`src/rtl/starfield_renderer.sv`:
```
`default_nettype none
// +----------------------------------------------------------------------+
// | starfield_renderer: 2-stage pixel pipeline drawing a scrolling LFSR   |
// | starfield and player ship. Macro STARSOC_BORDER_EN adds a red border. |
// | Rev 1.0                                                              |
// +----------------------------------------------------------------------+
module starfield_renderer #(
  parameter int          H_ORIGIN   = 16,
  parameter int          V_ORIGIN   = 10,
  parameter int          H_VISIBLE  = 640,
  parameter int          V_VISIBLE  = 480,
  parameter int          SHIP_W     = 16,
  parameter int          SHIP_H     = 16,
  parameter int          SHIP_Y     = 440,
  parameter int          SHIP_SPEED = 4,
  parameter logic [15:0] LFSR_SEED  = 16'hACE1
) (
  input  logic        clk,
  input  logic        reset,
  input  logic        pix_tick,
  input  logic [9:0]  x,
  input  logic [9:0]  y,
  input  logic        video_on,
  input  logic        hsync,
  input  logic        vsync,
  input  logic        btn_left,
  input  logic        btn_right,
  input  logic        btn_fire,
  output logic [11:0] rgb,
  output logic        hsync_out,
  output logic        vsync_out,
  output logic [9:0]  ship_x,
  output logic        playing
);

  localparam logic [9:0]  C_H_ORIGIN   = 10'(H_ORIGIN);
  localparam logic [9:0]  C_V_ORIGIN   = 10'(V_ORIGIN);
  localparam logic [9:0]  C_V_VIS      = 10'(V_VISIBLE);
  localparam logic [9:0]  C_SHIP_W     = 10'(SHIP_W);
  localparam logic [9:0]  C_SHIP_Y     = 10'(SHIP_Y);
  localparam logic [9:0]  C_SHIP_Y_END = 10'(SHIP_Y + SHIP_H - 1);
  localparam logic [9:0]  C_SPEED      = 10'(SHIP_SPEED);
  localparam logic [9:0]  C_SHIP_X_MAX = 10'(H_VISIBLE - SHIP_W);
  localparam logic [9:0]  C_SHIP_X_RST = 10'((H_VISIBLE - SHIP_W) / 2);
  localparam logic [11:0] C_SHIP_RGB   = 12'h0F0;
  localparam logic [11:0] C_STAR_RGB   = 12'hFFF;
`ifdef STARSOC_BORDER_EN
  localparam logic [9:0]  C_H_LAST     = 10'(H_VISIBLE - 1);
  localparam logic [9:0]  C_V_LAST     = 10'(V_VISIBLE - 1);
  localparam logic [11:0] C_BORDER_RGB = 12'hF00;
`endif

  typedef enum logic [0:0] {ST_ATTRACT = 1'b0, ST_PLAY = 1'b1} state_t;

  state_t      r_state;
  logic        r_playing;
  logic [9:0]  r_ship_x;
  logic [9:0]  r_scroll;
  logic        r_vs_prev;
  logic        r_fire_prev;
  logic [1:0]  r_left_sync, r_right_sync, r_fire_sync;
  logic [15:0] r_lfsr;

  logic [9:0]  r_px, r_py;
  logic        r_vid1, r_hs1, r_vs1, r_star1;
  logic [11:0] r_rgb;
  logic        r_hs2, r_vs2;

  logic        w_left, w_right, w_fire, w_frame_tick;
  logic [9:0]  w_ship_x_next, w_scroll_inc;
  logic [9:0]  w_px, w_py, w_sy_sum, w_sy;
  logic [15:0] w_seed_mix, w_lfsr_step, w_lfsr_cur;
  logic        w_ship_hit;
  logic [11:0] w_colour;

  always_ff @(posedge clk or posedge reset) begin
    if (reset) begin
      r_left_sync  <= 2'b00;
      r_right_sync <= 2'b00;
      r_fire_sync  <= 2'b00;
    end else begin
      r_left_sync  <= {r_left_sync[0], btn_left};
      r_right_sync <= {r_right_sync[0], btn_right};
      r_fire_sync  <= {r_fire_sync[0], btn_fire};
    end
  end

  assign w_left       = r_left_sync[1];
  assign w_right      = r_right_sync[1];
  assign w_fire       = r_fire_sync[1];
  assign w_frame_tick = pix_tick && vsync && !r_vs_prev;
  assign w_scroll_inc = r_scroll + 10'd1;

  always_comb begin
    w_ship_x_next = r_ship_x;
    if (w_left && !w_right)
      w_ship_x_next = (r_ship_x < C_SPEED) ? 10'd0 : r_ship_x - C_SPEED;
    else if (w_right && !w_left)
      w_ship_x_next = (r_ship_x > C_SHIP_X_MAX - C_SPEED) ? C_SHIP_X_MAX : r_ship_x + C_SPEED;
  end

  // Fire history resets to 1 so a button held through reset needs a release first.
  always_ff @(posedge clk or posedge reset) begin
    if (reset) begin
      r_state     <= ST_ATTRACT;
      r_playing   <= 1'b0;
      r_ship_x    <= C_SHIP_X_RST;
      r_scroll    <= 10'd0;
      r_vs_prev   <= 1'b0;
      r_fire_prev <= 1'b1;
    end else begin
      if (pix_tick)
        r_vs_prev <= vsync;
      if (w_frame_tick) begin
        r_scroll    <= (w_scroll_inc == C_V_VIS) ? 10'd0 : w_scroll_inc;
        r_fire_prev <= w_fire;
        case (r_state)
          ST_ATTRACT: begin
            if (w_fire && !r_fire_prev) begin
              r_state   <= ST_PLAY;
              r_playing <= 1'b1;
            end
          end
          ST_PLAY: r_ship_x <= w_ship_x_next;
        endcase
      end
    end
  end

  assign w_px        = x - C_H_ORIGIN;
  assign w_py        = y - C_V_ORIGIN;
  assign w_sy_sum    = w_py + r_scroll;
  assign w_sy        = (w_sy_sum >= C_V_VIS) ? w_sy_sum - C_V_VIS : w_sy_sum;
  assign w_seed_mix  = LFSR_SEED ^ {6'b0, w_sy};
  assign w_lfsr_step = {r_lfsr[14:0], r_lfsr[15] ^ r_lfsr[13] ^ r_lfsr[12] ^ r_lfsr[10]};
  // Value that belongs to the current pixel: reseeded at the line start, stepped otherwise.
  assign w_lfsr_cur  = (x == C_H_ORIGIN) ? ((w_seed_mix == 16'd0) ? 16'h0001 : w_seed_mix)
                                         : w_lfsr_step;

  always_ff @(posedge clk or posedge reset) begin
    if (reset) begin
      r_lfsr  <= LFSR_SEED;
      r_px    <= 10'd0;
      r_py    <= 10'd0;
      r_vid1  <= 1'b0;
      r_hs1   <= 1'b0;
      r_vs1   <= 1'b0;
      r_star1 <= 1'b0;
    end else if (pix_tick) begin
      if (video_on)
        r_lfsr <= w_lfsr_cur;
      r_px    <= w_px;
      r_py    <= w_py;
      r_vid1  <= video_on;
      r_hs1   <= hsync;
      r_vs1   <= vsync;
      r_star1 <= video_on && (w_lfsr_cur[7:0] == 8'hFF);
    end
  end

  assign w_ship_hit = r_playing
                   && (r_px >= r_ship_x) && (r_px <= r_ship_x + C_SHIP_W - 10'd1)
                   && (r_py >= C_SHIP_Y) && (r_py <= C_SHIP_Y_END);

  always_comb begin
    w_colour = 12'h000;
    if (r_star1)
      w_colour = C_STAR_RGB;
    if (w_ship_hit)
      w_colour = C_SHIP_RGB;
`ifdef STARSOC_BORDER_EN
    if ((r_px == 10'd0) || (r_px == C_H_LAST) || (r_py == 10'd0) || (r_py == C_V_LAST))
      w_colour = C_BORDER_RGB;
`endif
  end

  always_ff @(posedge clk or posedge reset) begin
    if (reset) begin
      r_rgb <= 12'h000;
      r_hs2 <= 1'b0;
      r_vs2 <= 1'b0;
    end else if (pix_tick) begin
      r_rgb <= r_vid1 ? w_colour : 12'h000;
      r_hs2 <= r_hs1;
      r_vs2 <= r_vs1;
    end
  end

  assign rgb       = r_rgb;
  assign hsync_out = r_hs2;
  assign vsync_out = r_vs2;
  assign ship_x    = r_ship_x;
  assign playing   = r_playing;

endmodule
`default_nettype wire

```
`config.mk`:
```
export PLATFORM = sky130hd
export DESIGN_NAME = starfield_renderer
export DESIGN_NICKNAME = d
export VERILOG_FILES = /design/src/rtl/starfield_renderer.sv
export SDC_FILE = /design/constraint.sdc
export NUM_CORES = 1
export LEC_CHECK = 0
export BUFFER_PORTS_ARGS = -buffer_cell sky130_fd_sc_hd__clkbuf_2
export CORE_MARGIN = 3
export CORE_UTILIZATION = 45
export CTS_BUF_LIST = sky130_fd_sc_hd__clkbuf_16
export DETAILED_ROUTE_END_ITERATION = 8
export RECOVER_POWER = 100
export SLEW_MARGIN = 20
export SYNTH_ARGS = -nofsm -noshare
export SYNTH_HDL_FRONTEND = slang
export SYNTH_SLANG_ARGS = --single-unit
```
`constraint.sdc`:
```
create_clock -name clk -period 3.5 [get_ports clk]
set_clock_uncertainty 0.15 [all_clocks]
set_input_delay 0.875 -clock clk [delete_from_list [all_inputs] [get_ports clk]]
set_output_delay 0.875 -clock clk [all_outputs]
set_load 0.005 [all_outputs]
```
==> flow_summary_export.csv, run 1 <==
group,metric,value,unit
final_layout,layout.nets,637,
outcome,violations,"max-capacitance violations, max-slew violations",
setup_path,critPathLaunchType,"input pin",
clocking,clk_latency,0.34,ns
power_and_ir_drop,peakVddDrop,0.3251,mV
synthesis,synth-warning-count,0,
sta,finalWorstSetupSlack,0.08789,ns
setup_path,critPathCaptureType,"flop",
setup_path,path_cells,"buf_12 > clkinv_8 > ha_4 > and2b_2 > nor2_4 > xor2_2 > ha_4 > a21o_1 > o41ai_2 > xnor2_1 > a41oi_2 > or2b_1 > a22oi_2 > o41ai_2",
die,die_x,106.6,µm
placed_design,placed_area,0.005182,mm²
synthesis,synth_area,0.004554,mm²
min_path,hold_class,"reg -> reg",
sta,rsz0062_at_grt,"yes",
sta,fin_crit_sh,97.49,%
power_and_ir_drop,powerDensity,625.3,mW/mm²
global_route,grt_max_degree,36,
sta,tightest_slew,1.574,ns
routing,drt_iter0_markers,221,
setup_path,rrSetupSlack,0.27,ns
routing,routed_via_density,5.245,
sta,max_freq,293.1,MHz
routing,wl,10.53,mm
clocking,cts_tree,"yes",
synthesis,yosysSeqAreaShare,37.72,%
synthesis,synth_edf_count,0,
clocking,cts_root_buf,"clkbuf_16",
outcome,status,"finished with violations",
setup_path,path_class,"in -> reg",
routing,dr_total_vias,3724,
setup_path,cp_slowest_cell,"o41ai_2",
min_path,hp-start,"r_fire_sync[0]",
synthesis,synth_cells,485,
synthesis,async_flop_share,100.0,%
min_path,min_to,"r_fire_sync[1]",
routing,ant_nets,0,
die,rows,36,
die,fp.dieH,106.6,µm
global_route,grt_pass1_vias,3641,
die,initial_utilization,46.38,%
setup_path,reg2reg_depth,11,
setup_path,worst-path-buf-inv,2,
clocking,hold_buffers,0,
setup_path,reg2reg_from,"ship_x[3]",
final_layout,drive_above_1_share,28.77,%
sta,slew_headroom,-4.903,%
sta,fin_crit,3.412,ns
min_path,worstHoldPathCells,0,
final_layout,fillCellCount,892,
placed_design,portBuffers,51,
final_layout,antenna_cells,0,
clocking,clock-sinks,68,
setup_path,required,3.57,ns
placed_design,dp_cells,685,
global_route,grt.overflow.total,0,
setup_path,cp_slowest_stage_delay,0.33,ns
clocking,cts_buffers,9,
setup_path,cp.depth,14,
sta,drv_slew,33,
synthesis,synth_seq_cells,68,
sta,setup_violations,0,
routing,first_pass_iters,4,
power_and_ir_drop,leakagePower,2.550,nW
placed_design,pre_cts_ws,-0.4480,ns
final_layout,postLayoutCellArea,0.005669,mm²
setup_path,cp.arrival,3.48,ns
setup_path,crit_family,"compound AO/OA/AOI/OAI gates",
placed_design,dp_hpwl,7.755,mm
die,io_pins,54,
routing,wire_per_inst,14.83,µm
routing,drc,0,
synthesis,synth_flop_cell,"dfrtp_1",
die,die_area,0.01136,mm²
synthesis,yosysUniqueCellTypes,65,
clocking,clkSlewWorstSetupHoldPaths,0.06,ns
setup_path,crit_fanout,5,
final_layout,final_cells,710,
global_route,grt_pass1_wl,17.35,mm
synthesis,synth.avg_cell_area,9.390,µm²
setup_path,regToRegEndpoint,"rgb[10]",
clocking,clockBufferDepth,2,
placed_design,place.gp.congestion,0.8883,
sta,hold_viol_final,0,
global_route,grt_usage,19.12,%
clocking,htree_levels,3,
flow_run,maxCapViolations,1,
final_layout,syn_to_final_growth,24.48,%
global_route,antenna_found_initial,0,
die,core,0.009819,mm²
report_power, final:
| part | switching, mW | leakage, nW | total [mW] | internal, mW |
|---|---|---|---|---|
| Clock | 0.349 | 0.159 | 0.965 | 0.616 |
| Combinational | 0.735 | 1.58 | 1.42 | 0.687 |
| Sequential | 0.188 | 0.809 | 1.16 | 0.969 |
flip-flops by register name, summed over array words and instances, names as in the netlist, 2 cells and up:
signal        flops
r_left_sync       2
r_right_sync      2
r_fire_sync       2
r_py              7
r_scroll         10
r_px             10
r_lfsr           16
ship_x            8
rgb               2
kinds of logic after synthesis:
kind of cell / after synthesis / share of synthesized area [%]
simple gates: 155 / 17.91
compound gates: 116 / 15.52
flops: 68 / 37.72
buf+inv: 50 / 5.824
fa+ha+maj: 36 / 10.05
xor+xnor: 36 / 7.390
mux: 23 / 5.495
other cells: 1 / 0.08234
layout make-up:
cell class,instances,area (µm²),share of cell area [%]
Multi-Input combinational cell,368,2725,48.07
Sequential cell,68,1718,30.30
Timing Repair Buffer,100,630.6,11.12
Clock buffer,9,225.2,3.973
Tap cell,133,166.4,2.935
Inverter,25,118.9,2.097
Clock inverter,7,85.08,1.501
cell usage in the layout, fill, tap and decap left out, drive strengths merged, types with 7 or more instances in the layout:
| master | Yosys | routed |
|---|---|---|
| a21o | 9 | 9 |
| a21oi | 29 | 29 |
| buf | 14 | 45 |
| clkbuf | 9 | 64 |
| dfrtp | 55 | 55 |
| dfstp | 13 | 13 |
| ha | 35 | 35 |
| inv | 25 | 26 |
| mux2 | 16 | 16 |
| mux2i | 7 | 7 |
| nand2 | 46 | 46 |
| nand2b | 9 | 9 |
| nand3 | 10 | 10 |
| nand4 | 12 | 12 |
| nor2 | 33 | 33 |
| nor3 | 10 | 10 |
| o21ai | 45 | 45 |
| xnor2 | 23 | 23 |
| xor2 | 12 | 12 |
what timing repair did:
item	4_1_cts	5_1_grt
gates resized for setup	6	33
setup endpoints to repair	6	6
setup buffers	3	6
pin swaps	10	23
per-layer routing:
metal	routed length (µm)	vias up	global-route usage, %
li1	-	1877	-
met1	5094	1776	26.62
met2	4900	65	29.99
met3	436	6	4.335
met4	95	0	5.388
met5	0	-	0
worst max-delay path by stage:
stage	from	endpoint	slack, ns
5_1_grt	y[1]	r_star1	-0.04
6_report	y[1]	r_star1	0.09
3_5_place_dp	y[2]	r_star1	-0.45
4_1_cts	y[2]	r_star1	-0.02
3_3_place_gp	y[2]	r_lfsr[7]	-0.30
2_1_floorplan	y[2]	r_star1	-0.13
Yosys cell counts (6+ instances only):
library cell	n	share of area, %
a31oi_1	6	0.82
nor2_1	33	2.7
ha_1	35	9.6
a21oi_1	29	3.2
dfstp_2	13	7.5
nand4_1	11	1.5
dfrtp_1	55	30
inv_1	25	2.1
buf_4	12	2.0
o21ai_0	41	4.5
nor3_1	9	0.99
nand2b_1	9	1.2
mux2_2	16	4.0
xnor2_1	23	4.4
xor2_1	11	2.1
a21o_1	9	1.5
and3_1	6	0.82
nand3_1	10	1.1
mux2i_1	7	1.5
nand2_1	46	3.8
clkbuf_1	8	0.66
per-stage QoR:
| step | power, mW | setup TNS (ns) | hold WS, ns | utilization (%) |
|---|---|---|---|---|
| floorplan | 2.070 | -0.1517 | 0.1812 | - |
| global placement | 2.503 | -1.519 | 0.1829 | 52.78 |
| detailed placement | 2.529 | -2.362 | 0.1887 | 52.78 |
| CTS | 3.536 | -0.02458 | 0.2015 | 56.35 |
| global route | 3.813 | -0.07167 | 0.2085 | 57.73 |
| finish | 3.545 | 0 | 0.1995 | 57.73 |
Note: power is estimated with default switching activity, not from simulation.
==> run 2: changes to the inputs <==
==> constraint.sdc (replaced) <==
create_clock -name clk -period 3.5 [get_ports clk]
set_clock_uncertainty 0.15 [all_clocks]
set_input_delay 0.35 -clock clk [delete_from_list [all_inputs] [get_ports clk]]
set_output_delay 0.35 -clock clk [all_outputs]
set_load 0.005 [all_outputs]
==> run 2 against run 1 <==
  * The flow still finishes with violations (max-capacitance violations, max-slew violations)
  * Count of clock-buffer cells in the layout unchanged
  * Maximum frequency up 8.7%
  * Wire length shrank 4.3%
  * Combinational power down 11%
  * Sequential share of layout area is 2.4 points higher
  * Global-route usage shrank 0.40 points
  * Core utilization shrank 4.3 points
  * Worst hold slack worse by 0.096 ns
  * Final cell count down 4.2%
  * First-iteration DRC count is 19% lower
  * Highest routed layer is now met5
==> flow_summary_export.csv, run 2 (synthesized netlist as in run 1, its figures left out) <==
group,metric,value,unit
clocking,cts_tree,"yes",
placed_design,dp_hpwl,7.536,mm
routing,wl,10.07,mm
die,die_area,0.01136,mm²
placed_design,portBuffers,51,
clocking,cts_resized,0,
setup_path,reg2reg_depth,12,
final_layout,layout_common_cells,"dfrtp_1, clkbuf_2, nand2_1",
routing,routed_via_density,5.351,
final_layout,top_register,"r_lfsr",
power_and_ir_drop,leakagePower,2.358,nW
final_layout,reg_top3,"r_lfsr: 16 flops, r_px: 10 flops, r_scroll: 10 flops",
global_route,grt_usage,18.72,%
setup_path,startpoint,"y[1]",
die,core,0.009819,mm²
clocking,htree_levels,3,
global_route,antenna_found_initial,1,
sta,fin_crit,3.140,ns
sta,rsz0062_at_grt,"no",
sta,drv_slew,35,
placed_design,place.gp.congestion,0.9007,
clocking,clkSlewWorstSetupHoldPaths,0.06,ns
final_layout,syn_to_final_growth,15.27,%
outcome,violations,"max-capacitance violations, max-slew violations",
setup_path,critPathCaptureType,"flop",
die,initial_utilization,46.38,%
die,rows,36,
flow_run,maxCapViolations,1,
final_layout,postLayoutCellArea,0.005250,mm²
final_layout,layout_commonest_cell,"dfrtp_1",
die,io_pins,54,
clocking,clock-sinks,68,
final_layout,drive_above_1_share,20.11,%
clocking,cts_buffers,9,
die,fp.dieH,106.6,µm
final_layout,antenna_cells,0,
routing,drt_iter0_markers,178,
clocking,cts_setup_buffers,0,
sta,hold_ws,0.1037,ns
sta,slew_headroom,-17.04,%
setup_path,required,3.58,ns
final_layout,seq_area,0.001718,mm²
clocking,cts_root_buf,"clkbuf_16",
setup_path,path_class,"in -> reg",
setup_path,crit_fanout,5,
sta,tightest_slew,1.756,ns
die,die_x,106.6,µm
power_and_ir_drop,peakVddDrop,0.2802,mV
final_layout,multi_input_area,0.002575,mm²
global_route,grt_pass1_vias,3502,
placed_design,placed_area,0.004928,mm²
setup_path,regToRegEndpoint,"r_star1",
routing,first_pass_iters,4,
global_route,grt_pass1_wl,17.02,mm
outcome,status,"finished with violations",
routing,drc,0,
clocking,clockBufferDepth,2,
final_layout,layout.nets,607,
final_layout,fillCellCount,946,
power_and_ir_drop,powerDensity,646.0,mW/mm²
routing,ant_nets,0,
global_route,grt_max_degree,35,
setup_path,critical_path.endpoint,"r_star1",
sta,fin_tns_setup,0,ns
routing,wire_per_inst,14.81,µm
final_layout,largest_reg_flops,16,
sta,fin_crit_sh,89.72,%
clocking,hold_buffers,3,
global_route,grt.overflow.total,0,
min_path,hold_class,"in -> reg",
sta,setup_violations,0,
setup_path,cp.arrival,3.22,ns
routing,dr_total_vias,3639,
setup_path,reg2reg_from,"r_scroll[0]",
setup_path,rrSetupSlack,0.39,ns
sta,max_freq,318.5,MHz
sta,hold_viol_final,0,
setup_path,critPathLaunchType,"input pin",
clocking,clk_latency,0.33,ns
[run 2: cell types whose count changed in the layout (fill, tap and decap cells not counted), sizes merged]
cell / delta
clkinv: -3
clkbuf: +3
clkinvlp: +2
dlygate4sd3: +3
inv: +1
buf: -36
[run 2: critical path: stages]
cell and delay [ns]:
clkbuf_2 0.12, inv_1 0.06, ha_1 0.21, and2b_1 0.23, nor2_1 0.06, xor2_1 0.16
ha_1 0.38, nand2_1 0.11, nor3_2 0.30, mux2_2 0.38, nand2_1 0.10, a41oi_2 0.14
a21oi_1 0.22, a22oi_2 0.09, o41ai_2 0.33
[run 2: stage by stage]
stage	cells	util [%]	total power, mW	setup slack [ns]
5_1_grt	680	53.47	3.668	0.07693
3_5_place_dp	661	50.19	2.425	0.03570
2_1_floorplan	486	-	2.052	0.2536
3_3_place_gp	661	50.19	2.398	0.1441
6_report	680	53.47	3.392	0.3598
4_1_cts	680	53.78	3.438	0.3785
[run 2: worst min path at each step]
stage                         startpoint  slack, ns  depth (start not counted)              to
after global placement    r_left_sync[0]       0.18                          0  r_left_sync[1]
after detailed placement  r_fire_sync[0]       0.18                          0  r_fire_sync[1]
after CTS                          reset      0.005                          2      r_lfsr[12]
after global routing               hsync       0.10                          2           r_hs1
final                              hsync       0.10                          2           r_hs1
after floorplan           r_fire_sync[0]       0.18                          0  r_fire_sync[1]
[run 2: layout make-up]
class / instances / share of cell area [%]
clock buffer: 9 / 4.290
inverter: 25 / 1.787
clock inverter: 7 / 1.859
tap: 133 / 3.170
sequential: 68 / 32.72
multi-input combinational: 368 / 49.05
timing repair buffer: 70 / 7.126
[run 2: layer usage]
metal  part of all wire (%)  vias up  GRT usage [%]  routed length (µm)
li1                       -     1817              -                   -
met1                     49     1729          26.27                4914
met2                     45       74          28.87                4559
met3                    4.1       17          4.335                 416
met4                    1.7        2          5.662                 169
met5                   0.13        -              0                  13
[run 2: power breakdown]
group,internal (mW),switching [mW]
combinational,0.569,0.693
clock,0.627,0.366
sequential,0.966,0.169
